`config.mk`:
```
export PLATFORM = sky130hd
export DESIGN_NAME = bf_program_loader_flat
export DESIGN_NICKNAME = d
export VERILOG_FILES = /design/src/rtl/bf_pkg.sv /design/src/rtl/bf_program_loader_if.sv /design/src/rtl/bf_ascii_decode.sv /design/src/rtl/bf_program_loader.sv /design/src/flat_wrapper.sv
export SDC_FILE = /design/constraint.sdc
export NUM_CORES = 1
export LEC_CHECK = 0
export CORE_MARGIN = 3
export CORE_UTILIZATION = 29
export DETAILED_ROUTE_END_ITERATION = 12
export SLEW_MARGIN = 0
export SYNTH_ARGS = -nofsm -noshare
export SYNTH_HDL_FRONTEND = slang
export SYNTH_HIERARCHICAL = 1
export SYNTH_SLANG_ARGS = --single-unit
```
`constraint.sdc`:
```
create_clock -name clock -period 2.1 [get_ports clock]
set_input_delay 0.315 -clock clock [delete_from_list [all_inputs] [get_ports clock]]
set_output_delay 0.315 -clock clock [all_outputs]
set_load 0.01 [all_outputs]
```
`src/rtl/bf_pkg.sv`:
```
// Shared BF machine definitions: opcodes, source characters,
// loader error codes and loader state encoding.
package bf_pkg;

   localparam logic [3:0] OP_HALT  = 4'd0;
   localparam logic [3:0] OP_RIGHT = 4'd1;
   localparam logic [3:0] OP_LEFT  = 4'd2;
   localparam logic [3:0] OP_INC   = 4'd3;
   localparam logic [3:0] OP_DEC   = 4'd4;
   localparam logic [3:0] OP_OUT   = 4'd5;
   localparam logic [3:0] OP_IN    = 4'd6;
   localparam logic [3:0] OP_OPEN  = 4'd7;
   localparam logic [3:0] OP_CLOSE = 4'd8;

   localparam logic [7:0] CH_RIGHT = 8'h3E;
   localparam logic [7:0] CH_LEFT  = 8'h3C;
   localparam logic [7:0] CH_INC   = 8'h2B;
   localparam logic [7:0] CH_DEC   = 8'h2D;
   localparam logic [7:0] CH_OUT   = 8'h2E;
   localparam logic [7:0] CH_IN    = 8'h2C;
   localparam logic [7:0] CH_OPEN  = 8'h5B;
   localparam logic [7:0] CH_CLOSE = 8'h5D;

   localparam logic [1:0] ERR_NONE      = 2'd0;
   localparam logic [1:0] ERR_OVERFLOW  = 2'd1;
   localparam logic [1:0] ERR_UNMATCHED = 2'd2;
   localparam logic [1:0] ERR_UNCLOSED  = 2'd3;

   typedef enum logic [2:0] {
      LD_IDLE,
      LD_LOAD,
      LD_TERM,
      LD_DONE,
      LD_ERR
   } loaderState_t;

endpackage

```
`src/rtl/bf_program_loader_if.sv`:
```
// Source byte stream into the program loader.
// master drives bytes, slave (the loader) drives inReady.
interface bf_program_loader_if;

   logic [7:0] inData;
   logic       inValid;
   logic       inLast;
   logic       inReady;

   modport master (
      output inData,
      output inValid,
      output inLast,
      input  inReady
   );

   modport slave (
      input  inData,
      input  inValid,
      input  inLast,
      output inReady
   );

endinterface

```
`src/rtl/bf_ascii_decode.sv`:
```
// ASCII BF command character to opcode; isCmd low for
// any other byte.
module bf_ascii_decode
   import bf_pkg::*;
(
   input  logic [7:0] inData,
   output logic       isCmd,
   output logic [3:0] opcode
);

   always_comb begin
      isCmd  = 1'b1;
      opcode = OP_HALT;
      unique case (1'b1)
         (inData == CH_RIGHT): opcode = OP_RIGHT;
         (inData == CH_LEFT):  opcode = OP_LEFT;
         (inData == CH_INC):   opcode = OP_INC;
         (inData == CH_DEC):   opcode = OP_DEC;
         (inData == CH_OUT):   opcode = OP_OUT;
         (inData == CH_IN):    opcode = OP_IN;
         (inData == CH_OPEN):  opcode = OP_OPEN;
         (inData == CH_CLOSE): opcode = OP_CLOSE;
         default:              isCmd  = 1'b0;
      endcase
   end

endmodule

```
`src/rtl/bf_program_loader.sv`:
```
// Loads ASCII BF source into program memory and appends HALT.
// Define BF_LOADER_BRACKET_CHECK_EN to enable bracket balance checks.
module bf_program_loader
   import bf_pkg::*;
#(
   parameter int PMAW = 8
) (
   input  logic            clock,
   input  logic            reset,
   input  logic            start,
   bf_program_loader_if.slave src,
   output logic [PMAW-1:0] pmAddress,
   output logic [3:0]      pmData,
   output logic            pmWren,
   output logic            PMInputDone,
   output logic [PMAW-1:0] progLen,
   output logic [1:0]      errCode,
   output logic            busy
);

   loaderState_t    state;
   logic [PMAW-1:0] writePtr;
   logic            isCmd;
   logic [3:0]      opcode;
   logic            accept;
   logic            full;
   logic            unmatched;
   logic            unclosed;

   bf_ascii_decode uDecode (
      .inData (src.inData),
      .isCmd  (isCmd),
      .opcode (opcode)
   );

   assign src.inReady = (state == LD_LOAD);
   assign busy        = (state == LD_LOAD) || (state == LD_TERM);
   assign accept      = src.inValid & src.inReady;
   assign full        = &writePtr;
   // HALT is never counted, so the length is the write pointer
   assign progLen     = writePtr;

`ifdef BF_LOADER_BRACKET_CHECK_EN
   logic [PMAW:0] depth;
   logic [PMAW:0] depthNext;

   always_comb begin
      depthNext = depth;
      if (isCmd && opcode == OP_OPEN)
         depthNext = depth + 1'b1;
      else if (isCmd && opcode == OP_CLOSE)
         depthNext = depth - 1'b1;
   end

   assign unmatched = isCmd && (opcode == OP_CLOSE) && (depth == '0);
   assign unclosed  = (depthNext != '0);

   always_ff @(posedge clock or negedge reset) begin
      if (!reset)
         depth <= '0;
      else if (start && !busy)
         depth <= '0;
      else if (accept && isCmd && !unmatched && !full)
         depth <= depthNext;
   end
`else
   assign unmatched = 1'b0;
   assign unclosed  = 1'b0;
`endif

   always_ff @(posedge clock or negedge reset) begin
      if (!reset) begin
         state       <= LD_IDLE;
         writePtr    <= '0;
         pmAddress   <= '0;
         pmData      <= OP_HALT;
         pmWren      <= 1'b0;
         PMInputDone <= 1'b0;
         errCode     <= ERR_NONE;
      end else begin
         pmWren <= 1'b0;
         unique case (state)
            LD_IDLE, LD_DONE, LD_ERR: begin
               if (start) begin
                  state       <= LD_LOAD;
                  writePtr    <= '0;
                  PMInputDone <= 1'b0;
                  errCode     <= ERR_NONE;
               end
            end
            LD_LOAD: begin
               if (accept) begin
                  if (unmatched) begin
                     state   <= LD_ERR;
                     errCode <= ERR_UNMATCHED;
                  end else if (isCmd && full) begin
                     state   <= LD_ERR;
                     errCode <= ERR_OVERFLOW;
                  end else begin
                     if (isCmd) begin
                        pmAddress <= writePtr;
                        pmData    <= opcode;
                        pmWren    <= 1'b1;
                        writePtr  <= writePtr + 1'b1;
                     end
                     if (src.inLast) begin
                        if (unclosed) begin
                           state   <= LD_ERR;
                           errCode <= ERR_UNCLOSED;
                        end else begin
                           state <= LD_TERM;
                        end
                     end
                  end
               end
            end
            LD_TERM: begin
               pmAddress   <= writePtr;
               pmData      <= OP_HALT;
               pmWren      <= 1'b1;
               PMInputDone <= 1'b1;
               state       <= LD_DONE;
            end
            default: state <= LD_IDLE;
         endcase
      end
   end

endmodule
```
`src/flat_wrapper.sv`:
```
// flat-port wrapper written by rule: the top's interface ports become plain ports
module bf_program_loader_flat import bf_pkg::*;
#(
   parameter int PMAW = 8
)
  (clock, reset, start, pmAddress, pmData, pmWren, PMInputDone, progLen, errCode, busy, src_inData, src_inValid, src_inLast, src_inReady);
  bf_program_loader_if src_i ();
  input  logic clock;
  input  logic reset;
  input  logic start;
  output logic [PMAW-1:0] pmAddress;
  output logic [3:0] pmData;
  output logic pmWren;
  output logic PMInputDone;
  output logic [PMAW-1:0] progLen;
  output logic [1:0] errCode;
  output logic busy;
  input wire logic [$bits(src_i.inData)-1:0] src_inData;
  input wire logic [$bits(src_i.inValid)-1:0] src_inValid;
  input wire logic [$bits(src_i.inLast)-1:0] src_inLast;
  output wire logic [$bits(src_i.inReady)-1:0] src_inReady;
  assign src_i.inData = src_inData;
  assign src_i.inValid = src_inValid;
  assign src_i.inLast = src_inLast;
  assign src_inReady = src_i.inReady;
  bf_program_loader #(.PMAW(PMAW)) u_core (.clock(clock), .reset(reset), .start(start), .src(src_i), .pmAddress(pmAddress), .pmData(pmData), .pmWren(pmWren), .PMInputDone(PMInputDone), .progLen(progLen), .errCode(errCode), .busy(busy));
endmodule
```
==> reports/qor.txt <==
Setup Crit Path Kind: reg2out
antenna violations before repair: 0
Sink Count: 26
worst-path fanout max: 10
GRT Util Overall: 11.75%
die area: 0.006091 sq mm
vias after detailed routing: 1,226
final WL: 3.468 mm
fin. max-slew vios: 0
CP peak stage delay: 0.48 ns
post-route ant nets: 0
io pins: 39
clk buf depth: 2
hpwl dp: 2.529 mm
synthesized area: 0.001505 sq mm
worst-path cell chain: nor3b_4, or2_2, clkdlybuf4s50_1
number of global-route vias before repair: 1,203
CP startpoint kind: flop
sequential fraction of the synthesis area: 43.23%
Post-DP Area: 0.002096 sq mm
slowest CP cell: dfrtp_2
pwr dens: 799.7 mW/mm^2
Tightest Pin Transition: 0.5090 ns
total power: 0.001749 W
VDD IR max: 0.0006010 V
Layout fillers: 492
final net count: 213
DRC errors left: 0
area of the multi-input gates: 809.5 sq um
fraction of layout cells with a size suffix above 1: 26.77%
Core Area: 0.004880 sq mm
ratio of final minimum period to clock period: 96.43%
router iterations before antenna repair: 4
CTS Hold Bufs: 0
Synth Flop Type: dfrtp_1
skew final: 0.008017 ns
largest net degree at the start of global routing: 27
wire per inst: 13.09 microns
Iter 0 DRT Violations: 64
Syn Area/Cell: 10.68 sq um
max_cap viols: 0
yosys synthesis warning count: 6
clock-pin slew on the worst setup and hold paths: 0.09 ns
EDFF count, synth: 0
Hold Crit Class: in2async
most common cell after layout, fill and taps aside: clkdlybuf4s50_1
most frequent cells in the layout: clkdlybuf4s50_1 (33), dfrtp_1 (23), buf_4 (21)
fmax: 0.4938 GHz
Final Critical Period: 2.025 ns
CP top delay family: flip-flops
worst setup margin: 0.07504 ns
crit path DAT: 1.71 ns
Post-Syn Instances: 141
vias per std cell: 4.626
Yosys reg bits: 26
Design Area, Final: 0.002187 sq mm
status: finished clean
global route overflow: 0
post-synth top area share: 43.23%
worst path bufs/invs: 1
ranking of synthesized cells by area: dfrtp_1 (43%), mux2_4 (8.0%), mux2i_1 (4.0%), nand3_1 (3.3%), o21ai_0 (3.0%)
TNS Setup: 0 ns
area added between synthesis and finish: 45.30%
latest clock arrival within the worst-skew pair: 0.27 ns
leading area contributor after synthesis: dfrtp_1
Post-synth ARST share: 100.0%
first-pass GRT wire length: 5.892 mm
# diodes: 0
# setup viols final: 0
Synth Net Count: 155
register area: 654.4 sq um
CTS tree: yes
CTS root buf: clkbuf_8
initial core utilization: 30.85%
I/O Buffers: 37
slew margin rel.: 65.84%
Yosys cell types: 45
H-tree levels: 1
CTS Buf Count: 3
Place WS: -0.2460 ns
Lkg Pwr: 1.026 nW
die width: 78.05 microns
GPL Wtd Cong: 0.8309
FP Rows: 25
Die Ht: 78.05 microns
worst endpoint required time: 1.78 ns
final hold vios: 0
Crit. End Element: output pin
RSZ-0062 raised after global routing: false
==> metrics by stage <==
step | util [%] | instances | hold slack (ns)
3_3_place_gp | 42.95 | 260 | 0.4699
2_1_floorplan | - | 141 | 0.01941
5_1_grt | 44.82 | 265 | 0.4460
3_5_place_dp | 42.95 | 260 | 0.4711
6_report | 44.82 | 265 | 0.4067
4_1_cts | 44.15 | 264 | 0.4109
==> worst register-to-register path, cell delays in order, from the launching register on <==
cell	delay (ns)
dfrtp_1	0.36
ha_1	0.24
nand3_1	0.22
o2111a_4	0.36
nor2_8	0.20
mux2_4	0.32
==> power by group <==
part | leakage, nW | total [W] | switching (W) | internal (W)
Sequential | 0.345 | 0.000655 | 0.0000789 | 0.000576
Clock | 0.0288 | 0.000327 | 0.000159 | 0.000168
Combinational | 0.652 | 0.000768 | 0.000349 | 0.000419
==> synth_stat cells, drive strengths merged (2+ instances only) <==
library cell	instances
a21oi	7
a31oi	5
and3b	2
buf	5
dfrtp	26
inv	7
mux2	8
mux2i	6
nand2	13
nand2b	2
nand3	10
nor2	10
nor2b	2
nor3	2
nor3b	3
nor4b	2
o21ai	11
o221ai	2
==> timing repair <==
item / CTS / global route
pin swaps: 0 / 5
setup endpoints to repair: 1 / 22
buffers inserted: 0 / 1
endpoints found under the hold margin: 0 / 0
gates resized for setup: 3 / 8
==> sequential cells by signal, summed over array words and instances (netlist names) <==
signal              count
u_core/progLen          8
u_core/state            3
u_core/pmAddress        8
u_core/PMInputDone      1
u_core/pmData           4
u_core/pmWren           1
u_core/errCode          1
==> path summary, 6_finish.rpt <==
check | start | endpoint | slack (ns) | cells after the start
hold reg to reg | u_core/PMInputDone | u_core/PMInputDone | 0.50 | 1
setup reg to reg | u_core/progLen[0] | u_core/pmAddress[6] | 0.28 | 5
hold / removal | reset | u_core/pmData[1] | 0.41 | 2
max in group asynchronous | reset | u_core/state[2] | 1.42 | 2
setup / recovery | u_core/state[0] | busy | 0.08 | 3
min in group clock | u_core/PMInputDone | u_core/PMInputDone | 0.50 | 1
==> cells by family (layout without fill, tap and decap cells) <==
kind of cell | after synthesis | in the layout | share of synthesized area, %
multiplexers | 14 | 14 | 11.97
AND/OR/NAND/NOR | 53 | 53 | 23.53
flip-flops | 26 | 26 | 43.23
adder cells (fa/ha/maj) | 1 | 1 | 0.8311
other | 1 | 1 | 0.2491
buffers and inverters | 13 | 70 | 3.989
AO/OA/AOI/OAI | 33 | 33 | 16.21
==> cell type report <==
class                      instances  share of cell area, %
tap                               67                  3.833
inverter                           7                  1.201
timing repair buffer              59                  25.51
clock buffer                       4                  2.517
sequential                        26                  29.92
multi-input combinational        102                  37.01
==> routing by layer <==
| metal | GRT usage (%) | share of wire (%) | vias up |
|---|---|---|---|
| met2 | 18.07 | 46 | 28 |
| met5 | 0 | 0 | - |
| met3 | 2.982 | 3.7 | 0 |
| met1 | 17.28 | 50 | 574 |
| met4 | 1.049 | 0 | 0 |
| li1 | - | - | 624 |
Power figures use the tool's default switching activity.
